File: src/rtl/msg_schedule_gen.sv
// SHA-2 message schedule generator: expands a 16-word block into
// ROUNDS schedule words over a 16-entry sliding window.
module msg_schedule_gen #(
  parameter int WIDTH  = 32,
  parameter int ROUNDS = 64,
  parameter int TW     = 7
) (
  input  logic                  clk_i,
  input  logic                  rst_i,
  input  logic                  blk_valid_i,
  output logic                  blk_ready_o,
  input  logic [16*WIDTH-1:0]   blk_i,
  output logic                  w_valid_o,
  input  logic                  w_ready_i,
  output logic [WIDTH-1:0]      w_o,
  output logic [TW-1:0]         t_o,
  output logic                  last_o,
  output logic                  busy_o
);

  typedef enum logic {
    IDLE = 1'b0,
    RUN  = 1'b1
  } state_e;

  localparam bit WIDE = (WIDTH == 64);

  // Rotation / shift amounts for the small sigma functions
  localparam int S0_R1 = WIDE ? 1  : 7;
  localparam int S0_R2 = WIDE ? 8  : 18;
  localparam int S0_SH = WIDE ? 7  : 3;
  localparam int S1_R1 = WIDE ? 19 : 17;
  localparam int S1_R2 = WIDE ? 61 : 19;
  localparam int S1_SH = WIDE ? 6  : 10;

  localparam logic [TW-1:0] T_LAST = TW'(ROUNDS - 1);

  state_e           state_q, state_d;
  logic [WIDTH-1:0] win_q [16];
  logic [WIDTH-1:0] win_d [16];
  logic [TW-1:0]    t_q, t_d;
  logic [WIDTH-1:0] w_new;
  logic             hs;
  logic             at_last;

  function automatic logic [WIDTH-1:0] rotr(
    input logic [WIDTH-1:0] x,
    input int               n
  );
    return (x >> n) | (x << (WIDTH - n));
  endfunction

  function automatic logic [WIDTH-1:0] sig0(
    input logic [WIDTH-1:0] x
  );
    return rotr(x, S0_R1) ^ rotr(x, S0_R2) ^ (x >> S0_SH);
  endfunction

  function automatic logic [WIDTH-1:0] sig1(
    input logic [WIDTH-1:0] x
  );
    return rotr(x, S1_R1) ^ rotr(x, S1_R2) ^ (x >> S1_SH);
  endfunction

  // Modulo-2^WIDTH sum; the adder width drops the carries
  assign w_new = sig1(win_q[14]) + win_q[9]
               + sig0(win_q[1]) + win_q[0];

  assign hs      = (state_q == RUN) && w_ready_i;
  assign at_last = (t_q == T_LAST);

  always_comb begin
    state_d = state_q;
    t_d     = t_q;
    for (int i = 0; i < 16; i++) begin
      win_d[i] = win_q[i];
    end
    unique case (state_q)
      IDLE: begin
        if (blk_valid_i) begin
          state_d = RUN;
          t_d     = '0;
          for (int i = 0; i < 16; i++) begin
            win_d[i] = blk_i[(15-i)*WIDTH +: WIDTH];
          end
        end
      end
      RUN: begin
        if (hs) begin
          if (at_last) begin
            state_d = IDLE;
          end else begin
            t_d = t_q + TW'(1);
            for (int i = 0; i < 15; i++) begin
              win_d[i] = win_q[i+1];
            end
            win_d[15] = w_new;
          end
        end
      end
      default: state_d = IDLE;
    endcase
  end

  always_ff @(posedge clk_i) begin
    if (rst_i) begin
      state_q <= IDLE;
      t_q     <= '0;
      for (int i = 0; i < 16; i++) begin
        win_q[i] <= '0;
      end
    end else begin
      state_q <= state_d;
      t_q     <= t_d;
      for (int i = 0; i < 16; i++) begin
        win_q[i] <= win_d[i];
      end
    end
  end

  assign blk_ready_o = (state_q == IDLE);
  assign w_valid_o   = (state_q == RUN);
  assign busy_o      = (state_q == RUN);
  assign w_o         = win_q[0];
  assign t_o         = t_q;
  assign last_o      = (state_q == RUN) && at_last;

endmodule

File: config.mk
export PLATFORM = sky130hd
export DESIGN_NAME = msg_schedule_gen
export DESIGN_NICKNAME = d
export VERILOG_FILES = /design/src/rtl/msg_schedule_gen.sv
export SDC_FILE = /design/constraint.sdc
export NUM_CORES = 1
export LEC_CHECK = 0
export ABC_AREA = 1
export BUFFER_PORTS_ARGS = -buffer_cell sky130_fd_sc_hd__buf_2
export CAP_MARGIN = 20
export CORE_MARGIN = 4
export CORE_UTILIZATION = 25
export DETAILED_ROUTE_END_ITERATION = 8
export HOLD_SLACK_MARGIN = 0.03
export PLACE_DENSITY = 0.54
export SYNTH_ARGS = -nofsm -noshare
export SYNTH_HDL_FRONTEND = slang
export SYNTH_SLANG_ARGS = --single-unit
File: constraint.sdc
create_clock -name clk_i -period 3.5 [get_ports clk_i]
set_clock_uncertainty 0.05 [all_clocks]
set_input_delay 1.05 -clock clk_i [delete_from_list [all_inputs] [get_ports clk_i]]
set_output_delay 1.05 -clock clk_i [all_outputs]
set_load 0.01 [all_outputs]
==> run metrics, run 1 <==
clock sink count 520; Slew headroom 34.3%; clock latency on the worst-skew pair 620 ps; path category of the worst min-delay check flop to flop; PwrDens 746 nW/um^2; final hold violation count 0; CTS Hold Bufs 0; post-synthesis cell area 27200 sq um; post-synthesis simple-gate area fraction 19.6%; Synth cell types 35; Post-Route WL 130000 um; Core Util, Final 33.4%; initial antenna violation count 33; Lkg Pwr 15.7 nW; final setup margin -82.6 ps; Setup CP Type flop to flop; clock power share 26.7%; total power 26.8 mW; critical path's slowest cell fa_1; WL per Instance 22.3 um; xor-xnor portion of the synthesized cell area 4.09%; post-DP HPWL 100000 um; yosys warns 0; Fmax 279 MHz; TritonRoute pass-1 iters 9; Placeable Area 108000 sq um; gpl congestion 0.900; largest family of logic cells by synthesized area compound AO/OA/AOI/OAI gates; area grow syn2layout 32.1%; sequential share of power 26.6%; PortBufs 558; io pins 559; failing checks negative setup slack; Int Power 16.2 mW; vias in the first global route 26863; register area share after synthesis 38.3%; multiplexer area fraction after synthesis 0%; Die X 338 um; Inserted Clock Buffers 68; CTS tree yes; Mapped Nets 4388; Synth async-reset ratio 0%; Setup-failing EPs final 4; Hold Path Depth 2; worst slew pin tran 986 ps; Max Cap Viol 0; Compound-Gate Fraction of Synth Area 21.8%; Post-synth top flop dfxtp_1; Clk pin slew, worst setup/hold paths 60 ps; synthesized area per cell 7.19 sq um; Total Routing Usage GR 21.8%; H-tree depth 3; Comb pwr share 46.7%; Switch Pwr 10.6 mW; worst r2r path cells 22; Post-synth EDFFs 0; largest net degree at the start of global routing 221; crit-path max FO 4; data required time of the worst path 3950 ps; # fillers 11675; share of layout cells above drive strength 1 26.9%; internal reg-to-reg setup slack -80 ps; # rows 120; Die ar. 114000 sq um; Synth Area in Adders 6.04%; dpl ws -333 ps; worst hold start win_q[1][228]; worst stage delay on the critical path 520 ps; Max clock buf depth 3; RR Startpoint win_q[0][50]; gate count of the mapped netlist 3778; startpoint class of the critical path flop; gr ovfl total 0; RR Endpoint win_q[1][249]; Die Ht 338 um; fin. max-slew vios 0; Root Driver clkbuf_16; via count 28286; Critical Path, Cell by Cell buf_4 > xnor2_2 > xor2_1 > inv_1 > fa_1 > inv_1 > fa_1 > inv_1 > ha_4 > buf_4 > nand2_4 > inv_1 > nand2_1 > nand2_2 > a21oi_1 > nand2_2 > nand2_2 > nand2_1 > nand2_1 > nand3_1 > nand2_1 > a21oi_1; Iter 0 DRT Violations 2438; arrival time at the worst endpoint 4030 ps; RSZ-0062 raised after global routing true; crit path capture type flop; Via density 4.86; Reg area 10500 sq um; Yosys reg bits 520; switch share 39.7%; antenna-violating nets left 0; DRC 0; Multi-input gate area 15200 sq um; final net count 4960; Worst IR Drop VDD 0.399 mV; status finished with violations; min Tclk post-route 3580 ps; Initial Utilization 25.3%; Min-Delay Endpoint win_q[1][196]; first-pass GRT wire length 183000 um; fin crit share 102%
[worst max-delay path: cells and delay by family, from the launching register on]
kind                     cells  cell delay (ps)
adder cells (fa/ha/maj)      3             1230
AND/OR/NAND/NOR              9              690
buffers and inverters        6              530
flip-flops                   1              360
XOR/XNOR                     2              320
AO/OA/AOI/OAI                2              270
[registers in the layout, summed over array words and instances (netlist names)]
register / cells
win_q: 512
t_o: 7
busy_o: 1
[power by group through the flow]
stage,logic (mW),registers (mW),clock network [mW]
final,12.5,7.11,7.15
after global placement,10.0,7.20,0
after floorplan,5.51,6.95,0
after global routing,13.6,7.17,7.51
after CTS,11.4,7.10,7.31
after detailed placement,9.95,7.21,0
[final cells by class]
cell class / count / area share, %
Clock inverter: 23 / 0.718
Sequential cell: 520 / 29.2
Clock buffer: 100 / 5.61
Timing Repair Buffer: 823 / 14.2
Multi-Input combinational cell: 2659 / 42.3
Antenna cell: 11 / 0.0767
Inverter: 278 / 2.95
Tap cell: 1403 / 4.89
[layout by cell type, fill, tap and decap left out, types with 61 or more instances in the layout]
cell       synthesis  layout
nand2_1         1222    1158
buf_2             13     558
dfxtp_1          520     486
a31oi_1          482     482
o21ai_0          478     468
inv_1            275     256
buf_4             40     237
nor2_1            91      70
clkbuf_16          0      70
fa_1              62      61
[cells in the mapped netlist (2+ instances only)]
master | number | area (sq um)
clkbuf_1 | 218 | 818
fa_1 | 62 | 1240
nor2_1 | 91 | 342
buf_4 | 40 | 300
a21oi_1 | 56 | 280
ha_1 | 32 | 400
o21bai_1 | 3 | 22.5
nor3_1 | 6 | 30.0
inv_1 | 275 | 1030
and2_1 | 3 | 18.8
nand3_1 | 43 | 215
or2_2 | 2 | 12.5
nand3b_1 | 4 | 30.0
o211ai_1 | 2 | 15.0
a211oi_1 | 3 | 22.5
o21ai_1 | 29 | 145
clkinv_1 | 2 | 7.51
o21ai_0 | 478 | 2390
xor2_1 | 54 | 473
xnor2_1 | 73 | 639
nand2_2 | 2 | 12.5
buf_6 | 48 | 541
buf_2 | 13 | 65.1
nand2_1 | 1222 | 4590
buf_1 | 2 | 7.51
nand4_1 | 6 | 37.5
dfxtp_1 | 520 | 10400
a31oi_1 | 482 | 3020
[how the worst max path moves through the flow]
stage                            start  depth (start not counted)             to
final                     win_q[0][50]                         22  win_q[1][249]
after global routing      win_q[0][59]                         21  win_q[1][252]
after CTS                 win_q[0][56]                         22  win_q[1][249]
after detailed placement  win_q[0][50]                         20  win_q[1][249]
after global placement    win_q[0][50]                         20  win_q[1][249]
after floorplan           win_q[0][60]                         18  win_q[1][244]
[layer usage]
metal  up-vias  routed length [um]  GRT usage, %
li1      13691                   -             -
met1     13348               57100          29.4
met2      1057               60500          36.0
met3       162                9240          4.12
met4        28                2850          5.36
met5         -                 184             0
[through the flow]
step	instances	hold slack, ps	setup TNS, ps	instance area, sq um
after floorplan	3778	395	0	27200
after global placement	5677	399	-4750	32200
after detailed placement	5677	405	-4870	32200
after CTS	5802	409	-67.8	35200
after global routing	5811	433	-2800	35900
final	5817	413	-139	35900
[kinds of logic (layout without fill, tap and decap cells)]
| logic type | Yosys count | count (layout) |
|---|---|---|
| buffers and inverters | 599 | 1224 |
| other | 0 | 11 |
| xor gates and xnor gates | 127 | 127 |
| adders and majority gates | 94 | 94 |
| and+or+nand+nor | 1383 | 1383 |
| AOI/OAI and AO/OA | 1055 | 1055 |
| DFF | 520 | 520 |
[what timing repair did]
item / in CTS / in global routing
pin swaps: 40 / 55
endpoints found under the setup margin: 28 / 28
hold endpoints to repair: 0 / 0
buffers inserted: 2 / 6
gates resized for setup: 161 / 146
Note: power is estimated with default switching activity, not from simulation.
==> run 2, diff against run 1 <==
==> constraint.sdc (replaced) <==
create_clock -name clk_i -period 3.5 [get_ports clk_i]
set_clock_uncertainty 0.05 [all_clocks]
set_input_delay 0.175 -clock clk_i [delete_from_list [all_inputs] [get_ports clk_i]]
set_output_delay 0.175 -clock clk_i [all_outputs]
set_load 0.01 [all_outputs]
==> run metrics, run 2 (synthesized netlist as in run 1, its figures left out) <==
most frequent cells in the layout nand2_1 (1170), buf_2 (558), dlygate4sd3_1 (516); clock latency on the worst-skew pair 640 ps; Crit path buffers/inverters 1; Setup CP Type flop to flop; antenna-violating nets left 0; first-pass GRT wire length 192000 um; post-DP HPWL 98900 um; vias in the first global route 29409; Max Cap Viol 0; Min-Delay Endpoint win_q[0][252]; worst slew pin tran 1010 ps; DRC 0; # rows 120; RR Endpoint win_q[1][249]; internal reg-to-reg setup slack -100 ps; Initial Utilization 25.3%; io pins 559; Core Util, Final 38.0%; final setup margin -102 ps; RR Startpoint win_q[0][51]; Setup-failing EPs final 16; Worst path top cell family by delay adder cells; PortBufs 558; Fmax 278 MHz; H-tree depth 3; clock sink count 520; min Tclk post-route 3600 ps; Placed Area 32100 sq um; PwrDens 664 nW/um^2; Die X 338 um; worst hold start blk_i[284]; most common cell after layout, fill and taps aside nand2_1; Hold Path Depth 4; final hold violation count 0; Top reg by flops win_q; setup TNS -740 ps; Inserted Clock Buffers 67; arrival time at the worst endpoint 4050 ps; CTS tree yes; WL per Instance 21.4 um; area grow syn2layout 50.2%; failing checks negative setup slack; Worst IR Drop VDD 0.328 mV; Post-Route WL 135000 um; Lkg Pwr 17.8 nW; status finished with violations; via count 30408; critical path's slowest cell fa_1; final net count 5470; crit path capture type flop; TritonRoute pass-1 iters 5; Via density 4.81; path category of the worst min-delay check input port to flop; dpl ws -540 ps; crit-path max FO 4; Critical Path, Cell by Cell xnor2_2 > xor2_1 > inv_1 > fa_1 > fa_1 > ha_2 > fa_2 > nand3_2 > nand2_4 > nand2_1 > nand2_2 > nand2_2 > nand2_2 > nand2_2 > nand2_1 > nand2_1 > nand3_1 > nand2_1 > a21oi_1; WHS 313 ps; worst stage delay on the critical path 540 ps; initial antenna violation count 15; data required time of the worst path 3950 ps; Placeable Area 108000 sq um; worst r2r path cells 19; Die Ht 338 um; gr ovfl total 0; Die ar. 114000 sq um; Max clock buf depth 3; share of layout cells above drive strength 1 23.8%; Root Driver clkbuf_16; fin. max-slew vios 0; Clk pin slew, worst setup/hold paths 60 ps; RSZ-0062 raised after global routing true; Post-Layout Cell Count 6327; fin crit share 103%; largest net degree at the start of global routing 214; Slew headroom 32.7%; Total Routing Usage GR 22.7%; total power 27.1 mW; gpl congestion 0.878; Iter 0 DRT Violations 2710; total placed cells including tap cells 5670; max reg flops 512; Final Cell Area 40800 sq um; startpoint class of the critical path flop
-- run 2: worst reg2reg max path, stage by stage (launching register included) --
cell and delay, ps:
dfxtp_4 400, xnor2_2 120, xor2_1 290, inv_1 110
fa_1 540, fa_1 430, ha_2 210, fa_2 440
nand3_2 110, nand2_4 80, nand2_1 90, nand2_2 90
nand2_2 70, nand2_2 70, nand2_2 80, nand2_1 50
nand2_1 50, nand3_1 60, nand2_1 80, a21oi_1 50
-- run 2: layer usage --
layer,GRT usage [%],share of wire (%)
met4,8.29,3.7
met5,0,0.035
met1,29.7,43
met2,37.3,46
met3,4.07,7.0
-- run 2: worst max-delay path by stage --
stage | start | to | depth (start not counted)
2_1_floorplan | win_q[0][60] | win_q[1][244] | 18
3_3_place_gp | win_q[0][53] | win_q[1][250] | 18
3_5_place_dp | win_q[0][53] | win_q[1][250] | 18
4_1_cts | win_q[0][43] | win_q[1][250] | 20
5_1_grt | win_q[0][51] | win_q[1][249] | 19
6_report | win_q[0][51] | win_q[1][249] | 19
-- run 2: timing repair --
action / in CTS / in global routing
gates cloned: 0 / 0
hold buffers: 516 / 0
pin swaps: 40 / 70
setup endpoints to repair: 28 / 28
buffers inserted: 7 / 4
hold endpoints to repair: 519 / 0
gates resized for setup: 174 / 124
-- run 2: final cells by class --
cell class | count | area, sq um
clock inverter | 33 | 334
fill | 11162 | 66700
clock buffer | 89 | 1860
multi-input combinational | 2659 | 15100
sequential | 520 | 10500
inverter | 278 | 1060
tap | 1403 | 1760
antenna | 11 | 27.5
timing repair buffer | 1334 | 10100
-- run 2: power breakdown --
part	internal [mW]	total [mW]	switching, mW
Sequential	6.54	7.10	0.557
Clock	4.08	6.99	2.91
Combinational	5.69	13.0	7.32
Total	16.3	27.1	10.8
